===== src/rtl/cache_ctrl_pkg.sv =====
// Shared constants, FSM state type and address field helpers for the 4-way cache controller.
package cache_ctrl_pkg;
  localparam int IDX_W = 8;
  localparam int TAG_W = 22;
  localparam int WAYS  = 4;
  localparam int SETS  = 1 << IDX_W;

  typedef enum logic [2:0] {
    IDLE     = 3'd0,
    LOOKUP   = 3'd1,
    MEM_REQ  = 3'd2,
    MEM_WAIT = 3'd3,
    FILL     = 3'd4,
    RESP     = 3'd5
  } state_t;

  function automatic logic [TAG_W-1:0] addr_tag(input logic [31:0] a);
    return a[31:32-TAG_W];
  endfunction

  function automatic logic [IDX_W-1:0] addr_idx(input logic [31:0] a);
    return a[IDX_W+1:2];
  endfunction
endpackage


===== src/rtl/cache_plru4.sv =====
// Tree pseudo-LRU for one 4-way set: bit2 = root, bit1 = ways 0/1, bit0 = ways 2/3; 0 points left.
module cache_plru4 (
  input  logic [2:0] i_bits,
  input  logic [1:0] i_acc_way,
  output logic [1:0] o_victim,
  output logic [2:0] o_next_bits
);
  always_comb begin
    o_victim    = i_bits[2] ? {1'b1, i_bits[0]} : {1'b0, i_bits[1]};
    o_next_bits = i_bits;
    // Point every node on the accessed way's path at the other subtree.
    o_next_bits[2] = ~i_acc_way[1];
    if (!i_acc_way[1]) o_next_bits[1] = ~i_acc_way[0];
    else               o_next_bits[0] = ~i_acc_way[0];
  end
endmodule


===== src/rtl/cache_ctrl_4way.sv =====
// Sequencing controller for a 4-way write-through cache with tree pLRU replacement.
// Optional hit/miss counters are built when CACHE_STATS_EN is defined.
module cache_ctrl_4way
  import cache_ctrl_pkg::*;
(
  input  logic                  clk,
  input  logic                  rst,
  input  logic                  cpu_req_valid,
  output logic                  cpu_req_ready,
  input  logic                  cpu_req_we,
  input  logic [31:0]           cpu_req_addr,
  input  logic [31:0]           cpu_req_wdata,
  output logic                  cpu_resp_valid,
  output logic [31:0]           cpu_resp_rdata,
  output logic                  cpu_resp_hit,
  output logic [IDX_W-1:0]      arr_idx,
  output logic                  arr_rd_en,
  input  logic [WAYS*TAG_W-1:0] arr_tag_q,
  input  logic [WAYS*32-1:0]    arr_data_q,
  output logic [WAYS-1:0]       arr_wr_en,
  output logic [TAG_W-1:0]      arr_wr_tag,
  output logic [31:0]           arr_wr_data,
  output logic                  mem_req_valid,
  input  logic                  mem_req_ready,
  output logic                  mem_req_we,
  output logic [31:0]           mem_req_addr,
  output logic [31:0]           mem_req_wdata,
  input  logic                  mem_resp_valid,
  input  logic [31:0]           mem_resp_rdata,
`ifdef CACHE_STATS_EN
  output logic [31:0]           stat_hits,
  output logic [31:0]           stat_misses,
`endif
  output logic [2:0]            dbg_state
);
  // Handshakes: a transfer happens on a rising edge where valid and ready are both high;
  // valid and its payload stay stable until then. cpu_resp_valid is a one-cycle pulse.

  state_t            r_state, w_next_state;
  logic              r_we, r_hit;
  logic [31:0]       r_addr, r_wdata, r_rdata;
  logic [1:0]        r_way;
  logic [WAYS-1:0]   r_valid [SETS];
  logic [2:0]        r_plru  [SETS];

  logic [IDX_W-1:0]  w_idx;
  logic [TAG_W-1:0]  w_tag;
  logic [WAYS-1:0]   w_set_valid, w_hit_vec;
  logic              w_hit;
  logic [1:0]        w_hit_way, w_inv_way, w_plru_victim, w_victim, w_lookup_way, w_acc_way;
  logic [2:0]        w_plru_next;
  logic [31:0]       w_hit_data;

  assign w_idx        = addr_idx(r_addr);
  assign w_tag        = addr_tag(r_addr);
  assign w_set_valid  = r_valid[w_idx];
  assign w_hit        = |w_hit_vec;
  assign w_victim     = (&w_set_valid) ? w_plru_victim : w_inv_way;
  assign w_lookup_way = w_hit ? w_hit_way : w_victim;
  assign w_acc_way    = (r_state == FILL) ? r_way : w_lookup_way;
  assign w_hit_data   = arr_data_q[{w_hit_way, 5'd0} +: 32];
  assign dbg_state    = r_state;

  // Lowest-index way wins for both multiple hits and invalid-way selection.
  always_comb begin
    w_hit_vec = '0;
    w_hit_way = 2'd0;
    w_inv_way = 2'd0;
    for (int w = 0; w < WAYS; w++)
      w_hit_vec[w] = w_set_valid[w] && (arr_tag_q[w*TAG_W +: TAG_W] == w_tag);
    for (int w = WAYS - 1; w >= 0; w--) begin
      if (w_hit_vec[w])    w_hit_way = 2'(w);
      if (!w_set_valid[w]) w_inv_way = 2'(w);
    end
  end

  cache_plru4 u_plru (
    .i_bits      (r_plru[w_idx]),
    .i_acc_way   (w_acc_way),
    .o_victim    (w_plru_victim),
    .o_next_bits (w_plru_next)
  );

  always_ff @(posedge clk) begin
    if (rst) begin
      r_state <= IDLE;
      r_we    <= 1'b0;
      r_hit   <= 1'b0;
      r_addr  <= '0;
      r_wdata <= '0;
      r_rdata <= '0;
      r_way   <= '0;
      for (int s = 0; s < SETS; s++) begin
        r_valid[s] <= '0;
        r_plru[s]  <= '0;
      end
    end else begin
      r_state <= w_next_state;
      case (r_state)
        IDLE: if (cpu_req_valid) begin
          r_we    <= cpu_req_we;
          r_addr  <= cpu_req_addr & ~32'h3;
          r_wdata <= cpu_req_wdata;
        end
        LOOKUP: begin
          r_hit   <= w_hit;
          r_way   <= w_lookup_way;
          r_rdata <= (!r_we && w_hit) ? w_hit_data : '0;
          if (r_we || w_hit) r_plru[w_idx] <= w_plru_next;
          if (r_we) r_valid[w_idx][w_lookup_way] <= 1'b1;
        end
        MEM_WAIT: if (mem_resp_valid) r_rdata <= mem_resp_rdata;
        FILL: begin
          r_valid[w_idx][r_way] <= 1'b1;
          r_plru[w_idx]         <= w_plru_next;
        end
        default: ;
      endcase
    end
  end

  always_comb begin
    w_next_state = r_state;
    case (r_state)
      IDLE:     if (cpu_req_valid) w_next_state = LOOKUP;
      LOOKUP:   w_next_state = (!r_we && w_hit) ? RESP : MEM_REQ;
      MEM_REQ:  if (mem_req_ready) w_next_state = r_we ? RESP : MEM_WAIT;
      MEM_WAIT: if (mem_resp_valid) w_next_state = FILL;
      FILL:     w_next_state = RESP;
      RESP:     w_next_state = IDLE;
      default:  w_next_state = IDLE;
    endcase
  end

  always_comb begin
    cpu_req_ready  = (r_state == IDLE);
    cpu_resp_valid = (r_state == RESP);
    cpu_resp_rdata = (r_state == RESP) ? r_rdata : '0;
    cpu_resp_hit   = (r_state == RESP) && r_hit;
    arr_rd_en      = (r_state == IDLE) && cpu_req_valid;
    arr_idx        = arr_rd_en ? addr_idx(cpu_req_addr) : w_idx;
    arr_wr_en      = '0;
    arr_wr_tag     = '0;
    arr_wr_data    = '0;
    if (r_state == LOOKUP && r_we) begin
      arr_wr_en   = 4'b0001 << w_lookup_way;
      arr_wr_tag  = w_tag;
      arr_wr_data = r_wdata;
    end else if (r_state == FILL) begin
      arr_wr_en   = 4'b0001 << r_way;
      arr_wr_tag  = w_tag;
      arr_wr_data = r_rdata;
    end
    mem_req_valid = (r_state == MEM_REQ);
    mem_req_we    = mem_req_valid && r_we;
    mem_req_addr  = mem_req_valid ? r_addr : '0;
    mem_req_wdata = mem_req_we ? r_wdata : '0;
  end

`ifdef CACHE_STATS_EN
  logic [31:0] r_stat_hits, r_stat_misses;

  // One count per transaction, taken in LOOKUP; both counters saturate.
  always_ff @(posedge clk) begin
    if (rst) begin
      r_stat_hits   <= '0;
      r_stat_misses <= '0;
    end else if (r_state == LOOKUP) begin
      if (w_hit && r_stat_hits != 32'hFFFF_FFFF)    r_stat_hits   <= r_stat_hits + 32'd1;
      if (!w_hit && r_stat_misses != 32'hFFFF_FFFF) r_stat_misses <= r_stat_misses + 32'd1;
    end
  end

  assign stat_hits   = r_stat_hits;
  assign stat_misses = r_stat_misses;
`endif
endmodule


===== config.mk =====
export PLATFORM = sky130hd
export DESIGN_NAME = cache_ctrl_4way
export DESIGN_NICKNAME = d
export VERILOG_FILES = /design/src/rtl/cache_ctrl_pkg.sv /design/src/rtl/cache_plru4.sv /design/src/rtl/cache_ctrl_4way.sv
export SDC_FILE = /design/constraint.sdc
export NUM_CORES = 2
export LEC_CHECK = 0
export ABC_AREA = 1
export CORE_ASPECT_RATIO = 1.2
export CORE_MARGIN = 2
export CORE_UTILIZATION = 55
export CTS_CLUSTER_SIZE = 40
export DETAILED_ROUTE_END_ITERATION = 8
export PLACE_DENSITY = 0.74
export SLEW_MARGIN = 10
export SYNTH_ARGS = -nofsm -noshare
export SYNTH_HDL_FRONTEND = slang
export SYNTH_SLANG_ARGS = --single-unit
export TNS_END_PERCENT = 10

===== constraint.sdc =====
create_clock -name clk -period 8.05 [get_ports clk]
set_input_delay 2.0125 -clock clk [delete_from_list [all_inputs] [get_ports clk]]
set_output_delay 2.0125 -clock clk [all_outputs]
set_load 0.005 [all_outputs]

==> PnR_summary.wiki <==
{| class="wikitable"
! Metric !! Value
|-
| End point of the most critical hold path || r_valid[217][3]$_DFF_P_
|-
| Top FF cell, synth || dfxtp_1
|-
| Worst Setup Path Type || register to output port
|-
| Portion of the clock cycle consumed by the worst path in the final layout || 0.961
|-
| Clock Tree Root || clkbuf_16
|-
| FP Rows || 161
|-
| Wirelength per Cell || approximately 20 um
|-
| Final setup violation count || 0
|-
| Busiest layer in global routing || met2
|-
| Worst-path fanout max || 137
|-
| Worst reg-to-reg setup slack || ~2000 ps
|-
| Die X-Extent || between 300 and 400 um
|-
| Top cell type's share of synthesized area || 0.259
|-
| # fillers || around 14000
|-
| PwrDens || roughly 280 mW/mm^2
|-
| Routed wire length || slightly below 300000 um
|-
| IO buf count || a little under 500
|-
| First-pass GRT wire length || around 440000 um
|-
| Number of cells upsized or downsized after cts || 0
|-
| Register area share after synthesis || 0.514
|-
| Clk buf depth || 3
|-
| Remaining global-route overflow || 0
|-
| Remaining routing DRC violations || 0
|-
| Number of nets still failing antenna checks after routing || 0
|-
| Top-level I/O count || 489
|-
| Slew Limit Fails || 0
|-
| Yosys reg bits || between 1500 and 2000
|-
| Transition time at the pin with the least slew margin || roughly 1200 ps
|-
| Fin Setup TNS || 0 ps
|-
| Slew HR || 0.169
|-
| Clock slew seen by the registers of the worst setup and hold paths || roughly 60 ps
|-
| Category of the worst setup path launch point || register
|-
| Initial antenna violation count || 22
|-
| Starting density of the core || 0.555
|-
| Max Freq || between 100 and 150 MHz
|-
| Asr flop ratio synth || 0
|-
| Synth-to-Final Area Change || 12.4%
|-
| Clk sinks || about 1900
|-
| Detailed Route Iter0 Violations || about 9900
|-
| Area inside the core boundary || approximately 0.16 mm^2
|-
| Min-Delay Path Depth || 2
|-
| Switching share of total power || 0.379
|-
| Count of final hold-check violations || 0
|-
| Sequential Power Share || 0.372
|-
| Worst hold path type || register to register
|-
| Number of global-route vias before repair || approximately 78000
|-
| Data arrival time of the critical path || between 5000 and 6000 ps
|-
| Cell count after synthesis || about 12000
|-
| NumNets Final || around 12000
|-
| Top cell type by total area after synthesis || edfxtp_1
|-
| GR met2 Demand/Resource || 0.560
|-
| Vias per cell || approximately 5.7
|-
| Number of enable flip-flop cells after synthesis || ~770
|-
| Most frequent cells after synthesis || nand2_1, nand3_1, nor2_1, dfxtp_1, edfxtp_1
|-
| Clock Skews || between 20 and 30 ps
|-
| Met3 Usage GRT || 0.0666
|-
| Global placer's final weighted congestion || 1.02
|-
| Static leakage || 43.1 nW
|-
| Synthesized area || 0.0890 mm^2
|-
| Number of search-and-repair iterations in the first detailed-routing pass || 9
|-
| Largest net degree at the start of global routing || 198
|-
| Aggregate global-route resource usage || 0.340
|-
| Share of final-layout standard cells stronger than drive strength 1 || 0.0372
|-
| Part of the total power dissipated in the clock network || 0.319
|-
| Req. time, crit path || 6040 ps
|-
| Worst IR drop on VDD || between 600 and 700 uV
|-
| Max cap viols || 0
|-
| End of the worst register-to-register path || r_plru[58][2]$_SDFFCE_PN0P_
|-
| Clk_lat worst skew || 850 ps
|-
| Net Sw Power || between 10 and 15 mW
|-
| Layout Utilization || 0.623
|-
| Cell with the most instances after synthesis || nand2_1
|-
| Distinct cell type count of the synthesized netlist || 32
|-
| Min-Delay Startpoint || r_valid[217][3]$_DFF_P_
|-
| Hold Buf Count CTS || 0
|-
| Setup repair bufs after CTS || 0
|-
| Hpwl dp || ~180000 um
|-
| TritonCTS clock tree || done
|-
| RSZ-0062 raised after global routing || false
|-
| Area enclosed by the die boundary || about 0.17 mm^2
|-
| Status || finished, final reports clean
|-
| Cell-internal power || about 18 mW
|-
| Syn avg cell area || 7.27 um^2
|-
| Total number of H-tree levels || 4
|-
| Cell types occupying the most area after synthesis || edfxtp_1, dfxtp_1, nand2_1
|-
| Worst reg2reg path depth || 21
|-
| Synth Warn # || 0
|-
| Grt met1 use || 0.405
|-
| Fin crit period || 7740 ps
|-
| Endpoint kind of the worst setup timing path || output port
|-
| Logic gate share of total power || 0.308
|-
| Die Y || between 400 and 500 um
|-
| Routed via count || 82100
|-
| Inserted Clock Buffers || between 150 and 200
|}
## power by group through the flow
| stage | Combinational (mW) | Sequential [mW] | Clock [mW] |
|---|---|---|---|
| 5_1_grt | 9.18 | 10.6 | 9.50 |
| 6_report | 8.73 | 10.6 | 9.05 |
| 2_1_floorplan | 5.51 | 10.6 | 0 |
| 3_5_place_dp | 8.51 | 10.8 | 0 |
| 4_1_cts | 8.54 | 10.5 | 9.12 |
| 3_3_place_gp | 8.40 | 10.7 | 0 |
## how the worst max path moves through the flow
stage | start | to | slack (ps) | cells after the start
after floorplan | arr_tag_q[31] | arr_wr_en[0] | 2680 | 12
after global placement | arr_tag_q[45] | arr_wr_en[0] | 660 | 16
after global routing | register | arr_wr_en[0] | 20 | 22
after detailed placement | arr_tag_q[45] | arr_wr_en[0] | 660 | 16
after CTS | register | arr_wr_en[0] | 390 | 22
final | register | arr_wr_en[1] | 310 | 19
## cell families after synthesis
kind of cell | count (synthesis) | share of synthesized area
other | 1 | 0.0000421
buffers and inverters | 1169 | 0.0632
AO/OA/AOI/OAI | 278 | 0.0166
flip-flops | 1901 | 0.514
AND/OR/NAND/NOR | 8833 | 0.400
XOR/XNOR | 62 | 0.00610
## critical path, stage by stage (launching register included)
cell and delay (ps):
dfxtp_4 590, buf_12 440, buf_12 480, nand2_1 100, nand3_1 110, nand3_1 130
nand3_1 160, nand3_1 170, nand2_1 140, nand2_1 170, nand3_1 130, nand3_1 100
nand2_1 310, nand2_1 210, nand3_1 170, nor2_1 60, nor2_2 260, nand3_1 140
o31ai_1 120, clkdlybuf4s50_1 600
## state kept, by name, indices dropped and copies added, names as in the netlist, named ones only
name	count
dbg_state	3
r_addr	30
r_hit	1
r_plru	768
r_rdata	32
r_valid	1024
r_way	2
r_wdata	32
r_we	1
## per-layer routing
layer | vias to the layer above | wire length (um)
li1 | 38900 | -
met1 | 38300 | 104000
met2 | 4130 | 136000
met3 | 871 | 27600
met4 | 16 | 20200
met5 | - | 112
## layout make-up
cell class,count,area (um^2),share of cell area
Sequential cell,1901,45800,0.457
Multi-Input combinational cell,9175,37800,0.377
Timing Repair Buffer,609,6420,0.0641
Clock buffer,284,5660,0.0565
Tap cell,2119,2650,0.0265
Inverter,286,1110,0.0111
Clock inverter,65,694,0.00694
Antenna cell,7,17.5,0.000175
## cells in the final DEF (no fill, tap or decap), types with 13 or more instances in the layout
| cell | n |
|---|---|
| edfxtp_1 | 768 |
| inv_1 | 275 |
| clkdlybuf4s50_1 | 483 |
| clkinv_1 | 19 |
| or2_2 | 16 |
| bufinv_16 | 13 |
| a21oi_1 | 135 |
| o22ai_1 | 33 |
| nand3_1 | 1891 |
| nor2_1 | 1190 |
| clkbuf_1 | 50 |
| o21ai_0 | 91 |
| buf_4 | 74 |
| xor2_1 | 32 |
| clkbuf_16 | 202 |
| clkinv_2 | 22 |
| buf_12 | 51 |
| xnor2_1 | 30 |
| nand2_1 | 5692 |
| clkbuf_8 | 29 |
| dfxtp_1 | 1128 |
## per-stage QoR
stage	cell area [um^2]	power (mW)	std cells	hold slack, ps	setup slack (ps)
after floorplan	89000	16.1	12200	426	2680
after global placement	93700	19.1	14100	436	662
after detailed placement	93700	19.3	14100	440	661
after CTS	100000	28.2	14400	452	391
after global routing	100000	29.3	14400	460	15.0
final	100000	28.3	14400	449	310
No activity file was read; power rests on OpenSTA's default activity.
